[src/rtl/bcd_bin_top_if.sv]
// ---------------------------------------------------------------------------
// bcd_bin_top_if
// Purpose : groups the request/result signals of the BCD-to-binary converter.
//
// Ports / signals:
//   start  request a conversion, sampled on the rising clock edge
//   bcd    packed BCD operand, digit k at bits [4k+3:4k], digit 0 least significant
//   bin    registered binary result
//   err    registered flag, 1 when the last accepted operand held a digit > 9
//   done   1 while the converter is idle and bin/err are valid
//
// Modports:
//   master  drives start/bcd and observes bin/err/done (requester side)
//   slave   receives start/bcd and drives bin/err/done (converter side)
// ---------------------------------------------------------------------------
interface bcd_bin_top_if #(
  parameter int digits = 2,
  parameter int width  = 7
);

  logic                  start;
  logic [4*digits-1:0]   bcd;
  logic [width-1:0]      bin;
  logic                  err;
  logic                  done;

  modport master (
    output start,
    output bcd,
    input  bin,
    input  err,
    input  done
  );

  modport slave (
    input  start,
    input  bcd,
    output bin,
    output err,
    output done
  );

endinterface

[src/rtl/bcd_bin_top.sv]
// ---------------------------------------------------------------------------
// bcd_bin_top
// Purpose : iterative BCD-to-binary converter using reverse double dabble
//           (shift right one bit per clock, then subtract 3 from every BCD
//           digit that reads 8 or more). A conversion takes exactly width
//           clocks after the accepting edge.
//
// Ports:
//   clk   single clock, all state changes on the rising edge
//   rst   synchronous active-high reset, has priority over start
//   bus   bcd_bin_top_if.slave: start/bcd in, bin/err/done out
//
// Parameters:
//   digits  number of packed BCD input digits (>= 1)
//   width   binary result width, caller guarantees 2^width > 10^digits - 1
// ---------------------------------------------------------------------------
module bcd_bin_top #(
  parameter int digits = 2,
  parameter int width  = 7
) (
  input  logic         clk,
  input  logic         rst,
  bcd_bin_top_if.slave bus
);

  localparam int DW = 4 * digits;
  localparam int CW = $clog2(width + 1);
  localparam logic [CW-1:0] LAST_STEP = CW'(width - 1);

  typedef enum logic {
    IDLE,
    CONV
  } state_t;

  state_t            state;
  logic [DW-1:0]     bcd_reg;
  logic [width-1:0]  acc;
  logic [CW-1:0]     cnt;
  logic              invalid;
  logic [width-1:0]  bin_r;
  logic              err_r;

  logic [DW-1:0]     step_bcd;
  logic [width-1:0]  step_acc;
  logic              in_invalid;

  // Flags an operand on the bus that contains any digit above 9; captured
  // once at the accepting edge so later bcd changes cannot affect it.
  always_comb begin
    in_invalid = 1'b0;
    for (int k = 0; k < digits; k++) begin
      if (bus.bcd[4*k +: 4] > 4'd9) begin
        in_invalid = 1'b1;
      end
    end
  end

  // One reverse-double-dabble step: the BCD LSB falls into the accumulator
  // MSB, then each shifted digit that reads 8..15 is corrected by -3. Bit 3
  // of a digit being set is the same as the digit being >= 8. Digits are
  // corrected independently, so no borrow crosses a digit boundary.
  always_comb begin
    step_bcd = {1'b0, bcd_reg[DW-1:1]};
    step_acc = {bcd_reg[0], acc[width-1:1]};
    for (int k = 0; k < digits; k++) begin
      if (step_bcd[4*k+3]) begin
        step_bcd[4*k +: 4] = step_bcd[4*k +: 4] - 4'd3;
      end
    end
  end

  // Control FSM and datapath registers. bin/err are written only on the
  // edge completing the last step, so they hold steady during a conversion
  // and an aborted conversion never leaks a partial result.
  always_ff @(posedge clk) begin
    if (rst) begin
      state   <= IDLE;
      bcd_reg <= '0;
      acc     <= '0;
      cnt     <= '0;
      invalid <= 1'b0;
      bin_r   <= '0;
      err_r   <= 1'b0;
    end else begin
      case (state)
        IDLE: begin
          if (bus.start) begin
            bcd_reg <= bus.bcd;
            acc     <= '0;
            cnt     <= '0;
            invalid <= in_invalid;
            state   <= CONV;
          end
        end
        CONV: begin
          bcd_reg <= step_bcd;
          acc     <= step_acc;
          cnt     <= cnt + CW'(1);
          if (cnt == LAST_STEP) begin
            bin_r <= invalid ? '0 : step_acc;
            err_r <= invalid;
            state <= IDLE;
          end
        end
        default: begin
          state <= IDLE;
        end
      endcase
    end
  end

  assign bus.bin  = bin_r;
  assign bus.err  = err_r;
  assign bus.done = (state == IDLE);

endmodule

[src/flat_wrapper.sv]
// flat-port wrapper written by rule: the top's interface ports become plain ports
module bcd_bin_top_flat 
#(
  parameter int digits = 2,
  parameter int width  = 7
)
  (clk, rst, bus_start, bus_bcd, bus_bin, bus_err, bus_done);
  bcd_bin_top_if #(.digits(digits), .width(width)) bus_i ();
  input  logic clk;
  input  logic rst;
  input wire logic [$bits(bus_i.start)-1:0] bus_start;
  input wire logic [$bits(bus_i.bcd)-1:0] bus_bcd;
  output wire logic [$bits(bus_i.bin)-1:0] bus_bin;
  output wire logic [$bits(bus_i.err)-1:0] bus_err;
  output wire logic [$bits(bus_i.done)-1:0] bus_done;
  assign bus_i.start = bus_start;
  assign bus_i.bcd = bus_bcd;
  assign bus_bin = bus_i.bin;
  assign bus_err = bus_i.err;
  assign bus_done = bus_i.done;
  bcd_bin_top #(.digits(digits), .width(width)) u_core (.clk(clk), .rst(rst), .bus(bus_i));
endmodule
[config.mk]
export PLATFORM = sky130hd
export DESIGN_NAME = bcd_bin_top_flat
export DESIGN_NICKNAME = d
export VERILOG_FILES = /design/src/rtl/bcd_bin_top_if.sv /design/src/rtl/bcd_bin_top.sv /design/src/flat_wrapper.sv
export SDC_FILE = /design/constraint.sdc
export NUM_CORES = 1
export LEC_CHECK = 0
export ABC_AREA = 0
export CORE_AREA = 2 2 66 68
export CTS_BUF_LIST = sky130_fd_sc_hd__clkbuf_8
export DETAILED_ROUTE_END_ITERATION = 10
export DIE_AREA = 0 0 68 70
export GPL_TIMING_DRIVEN = 0
export PLACE_DENSITY = 0.63
export SYNTH_ARGS = -nofsm -noshare
export SYNTH_HDL_FRONTEND = slang
export SYNTH_SLANG_ARGS = --single-unit
[constraint.sdc]
create_clock -name clk -period 1.1 [get_ports clk]
set_input_delay 0.11 -clock clk [delete_from_list [all_inputs] [get_ports clk]]
set_output_delay 0.11 -clock clk [all_outputs]
set_load 0.01 [all_outputs]
==> implementation parameters <==
Parameter                              Value

GRT
  Vias in the first global route    950
  Antenna violations before repair    0
  Global-route congestion overflow total    0
  Wire length of the first global-routing pass    4.32 mm
  GRT Overall Usage    0.116
  Largest net degree at the start of global routing    17

Yosys
  Number of register bits inferred by synthesis    27
  Synthesized Nets    131
  Prevailing post-synth register cell    sky130_fd_sc_hd__dfxtp_1
  Cell types with the largest area share after synthesis    sky130_fd_sc_hd__dfxtp_1 45%, sky130_fd_sc_hd__a22o_1 5.1%, sky130_fd_sc_hd__a21oi_1 4.9%
  Post-synthesis sequential area ratio    0.445
  Share of the synthesized area in the top cell type    0.445
  Mapped Area    0.00121 sq mm
  EDFF count, synth    0
  Number of library cell types mapped by synthesis    32
  Total of warnings raised by yosys    0
  Share of synthesized flip-flops with an asynchronous set or reset    0
  Average size of a mapped cell    10.4 sq um
  Yosys top cell by area    sky130_fd_sc_hd__dfxtp_1
  Post-Syn Instances    117

Pwr
  PD cells    1130 mW/mm^2
  Worst vdd ir    0.759 mV
  LEAKAGE    0.697 nW
  Power consumption    1.95 mW

Flow run
  MaxCap Viol Count    0

Run status
  Failing checks    negative setup slack
  Result of the run    complete, but fails checks

Die
  I/O pins    20
  Die ar.    0.00476 sq mm
  Die W    68 um
  Cell Rows    24
  Chip Height    70 um
  Placeable Area    0.00414 sq mm
  Initial Utilization    0.293

Layout
  Filler cell count    408
  Most common cell after layout, fill and taps aside    sky130_fd_sc_hd__dfxtp_1
  Most frequent cells in the layout    21 x sky130_fd_sc_hd__dfxtp_1, 13 x sky130_fd_sc_hd__buf_4, 12 x sky130_fd_sc_hd__a21oi_1, 11 x sky130_fd_sc_hd__nor2_1, 9 x sky130_fd_sc_hd__clkdlybuf4s50_1
  Area Overhead vs Synth    42.6%
  Largest register FFs    8
  Antenna diodes    0
  Final standard cell utilization of the core    0.418
  Share of final-layout standard cells stronger than drive strength 1    0.327
  Final net count    168

Clock tree
  CTS Root Buffer Type    sky130_fd_sc_hd__clkbuf_8
  H-tree depth    1
  Clock latency at the later pin of the worst-skew pair    0.28 ns
  Total CTS buffers    3
  Clock tree from TritonCTS    built
  Worst-case clock buffer depth    2
  Clock-pin slew of the registers on the worst-case setup and hold paths    0.10 ns
  Num Clock Sinks    27

Detailed routing
  Detailed Route Iter0 Violations    16
  Via count normalized by instance count    4.89
  Routed length per placed instance    13.4 um
  Total routed wirelength    2.74 mm
  Antenna Violating Nets Remaining    0
  Via count    1,003
  First-pass DRT Iterations    4
  Remaining DRCs    0

Setup path
  Endpoint type of the worst setup path    flip-flop
  Number of buffer and inverter instances along the worst setup path    2
  Cell family with the largest share of critical-path delay    compound AO/OA/AOI/OAI gates
  Arrival time at the worst endpoint    1.40 ns
  Required arrival time at the worst endpoint    1.33 ns
  Largest stage delay on the critical path    0.34 ns
  Critical Path Fanout Max    8
  Cell with the largest stage delay on the worst path    sky130_fd_sc_hd__dfxtp_2
  Crit path cell chain    inv_2, ha_4, buf_4, a31oi_4, a22o_1
  Path type of the worst setup path    reg2reg
  Critical Path Source Type    flip-flop

STA
  Setup violation total in the final timing report    12
  Final hold violation count    0
  Ratio of final minimum period to clock period    1.07
  Number of slew-limit violations in the final report    0
  Slew at the pin closest to its max-slew limit    0.313 ns
  Highest clock rate    850 MHz
  Final WS setup    -0.0759 ns
  Time the worst path needs with I/O delays and setup    1.18 ns
  Layout Skew    0.00945 ns
  Setup repair after global routing missed its margin    yes
  Remaining max-slew budget at the tightest pin    0.791
  Final hold slack    0.401 ns

Placed design
  Port-buffer cells    19
  Routability cong.    0.756
  Detail Placement HPWL    1.77 mm
  Setup slack after placement    -0.324 ns

Min path
  Class of the worst hold path    in2reg
[worst reg2reg max path, stage by stage, from the launching register on]
cell and delay (ns):
sky130_fd_sc_hd__dfxtp_2 0.34, sky130_fd_sc_hd__inv_2 0.04, sky130_fd_sc_hd__ha_4 0.16, sky130_fd_sc_hd__buf_4 0.13, sky130_fd_sc_hd__a31oi_4 0.27, sky130_fd_sc_hd__a22o_1 0.19
[synthesized netlist by cell type, types with 2 or more instances]
| master | instances |
|---|---|
| sky130_fd_sc_hd__a211oi_2 | 4 |
| sky130_fd_sc_hd__a21oi_1 | 12 |
| sky130_fd_sc_hd__a22o_1 | 7 |
| sky130_fd_sc_hd__buf_4 | 2 |
| sky130_fd_sc_hd__buf_6 | 4 |
| sky130_fd_sc_hd__dfxtp_1 | 27 |
| sky130_fd_sc_hd__ha_1 | 3 |
| sky130_fd_sc_hd__mux2_1 | 3 |
| sky130_fd_sc_hd__mux2i_1 | 6 |
| sky130_fd_sc_hd__nand2_1 | 7 |
| sky130_fd_sc_hd__nor2_1 | 12 |
| sky130_fd_sc_hd__nor2b_1 | 4 |
| sky130_fd_sc_hd__nor3b_1 | 3 |
| sky130_fd_sc_hd__nor3b_2 | 3 |
| sky130_fd_sc_hd__o21ai_0 | 2 |
| sky130_fd_sc_hd__o22a_1 | 2 |
[where the power goes]
part	switching (mW)	leakage, nW	internal [mW]
clock network	0.315	0.0217	0.257
logic	0.153	0.453	0.186
registers	0.0331	0.223	1.01
[layer usage]
layer,vias up,GRT usage,wire length (um)
met5,-,0,0
met4,0,0.0200,24
met3,4,0.0419,110
met2,22,0.200,1420
met1,489,0.138,1180
li1,488,-,-
[repair_timing]
| item | 4_1_cts | 5_1_grt |
|---|---|---|
| hold buffers | 0 | 0 |
| gates cloned | 0 | 2 |
| resized for setup | 23 | 16 |
| pin swaps | 1 | 10 |
| endpoints found under the setup margin | 28 | 17 |
| setup buffers | 3 | 8 |
[final timing paths]
kind	cells after the start	startpoint	endpoint	slack [ns]
max	5	u_core.cnt[0]	u_core.bus.bin[2]	-0.08
min	4	bus_start	u_core.state	0.40
max reg2reg	5	u_core.cnt[0]	u_core.bus.bin[2]	-0.08
min reg2reg	2	u_core.bcd_reg[5]	u_core.bcd_reg[4]	0.46
[cell type report]
class,count,area (sq um),area share
Clock inverter,1,7.51,0.00434
Multi-Input combinational cell,81,662,0.383
Sequential cell,27,556,0.321
Timing Repair Buffer,32,294,0.170
Buffer,7,85.1,0.0492
Clock buffer,3,41.3,0.0239
Inverter,2,20.0,0.0116
Tap cell,52,65.1,0.0376
[per-stage QoR]
| stage | setup TNS, ns | area [sq um] | instances |
|---|---|---|---|
| 2_1_floorplan | 0 | 1240 | 117 |
| 3_3_place_gp | -5.64 | 1490 | 188 |
| 3_5_place_dp | -6.12 | 1490 | 188 |
| 4_1_cts | -0.781 | 1580 | 195 |
| 5_1_grt | -1.66 | 1730 | 205 |
| 6_report | -0.675 | 1730 | 205 |
[cells by family (layout without fill, tap and decap cells)]
kind of cell    Yosys count  count (layout)  synth area share
simple gates             37              37             0.188
compound gates           30              30             0.185
flops                    27              27             0.445
mux                       9               9            0.0773
buf+inv                   9              45            0.0598
fa+ha+maj                 3               3            0.0309
xor+xnor                  2               2            0.0144
No activity file was read; power rests on OpenSTA's default activity.
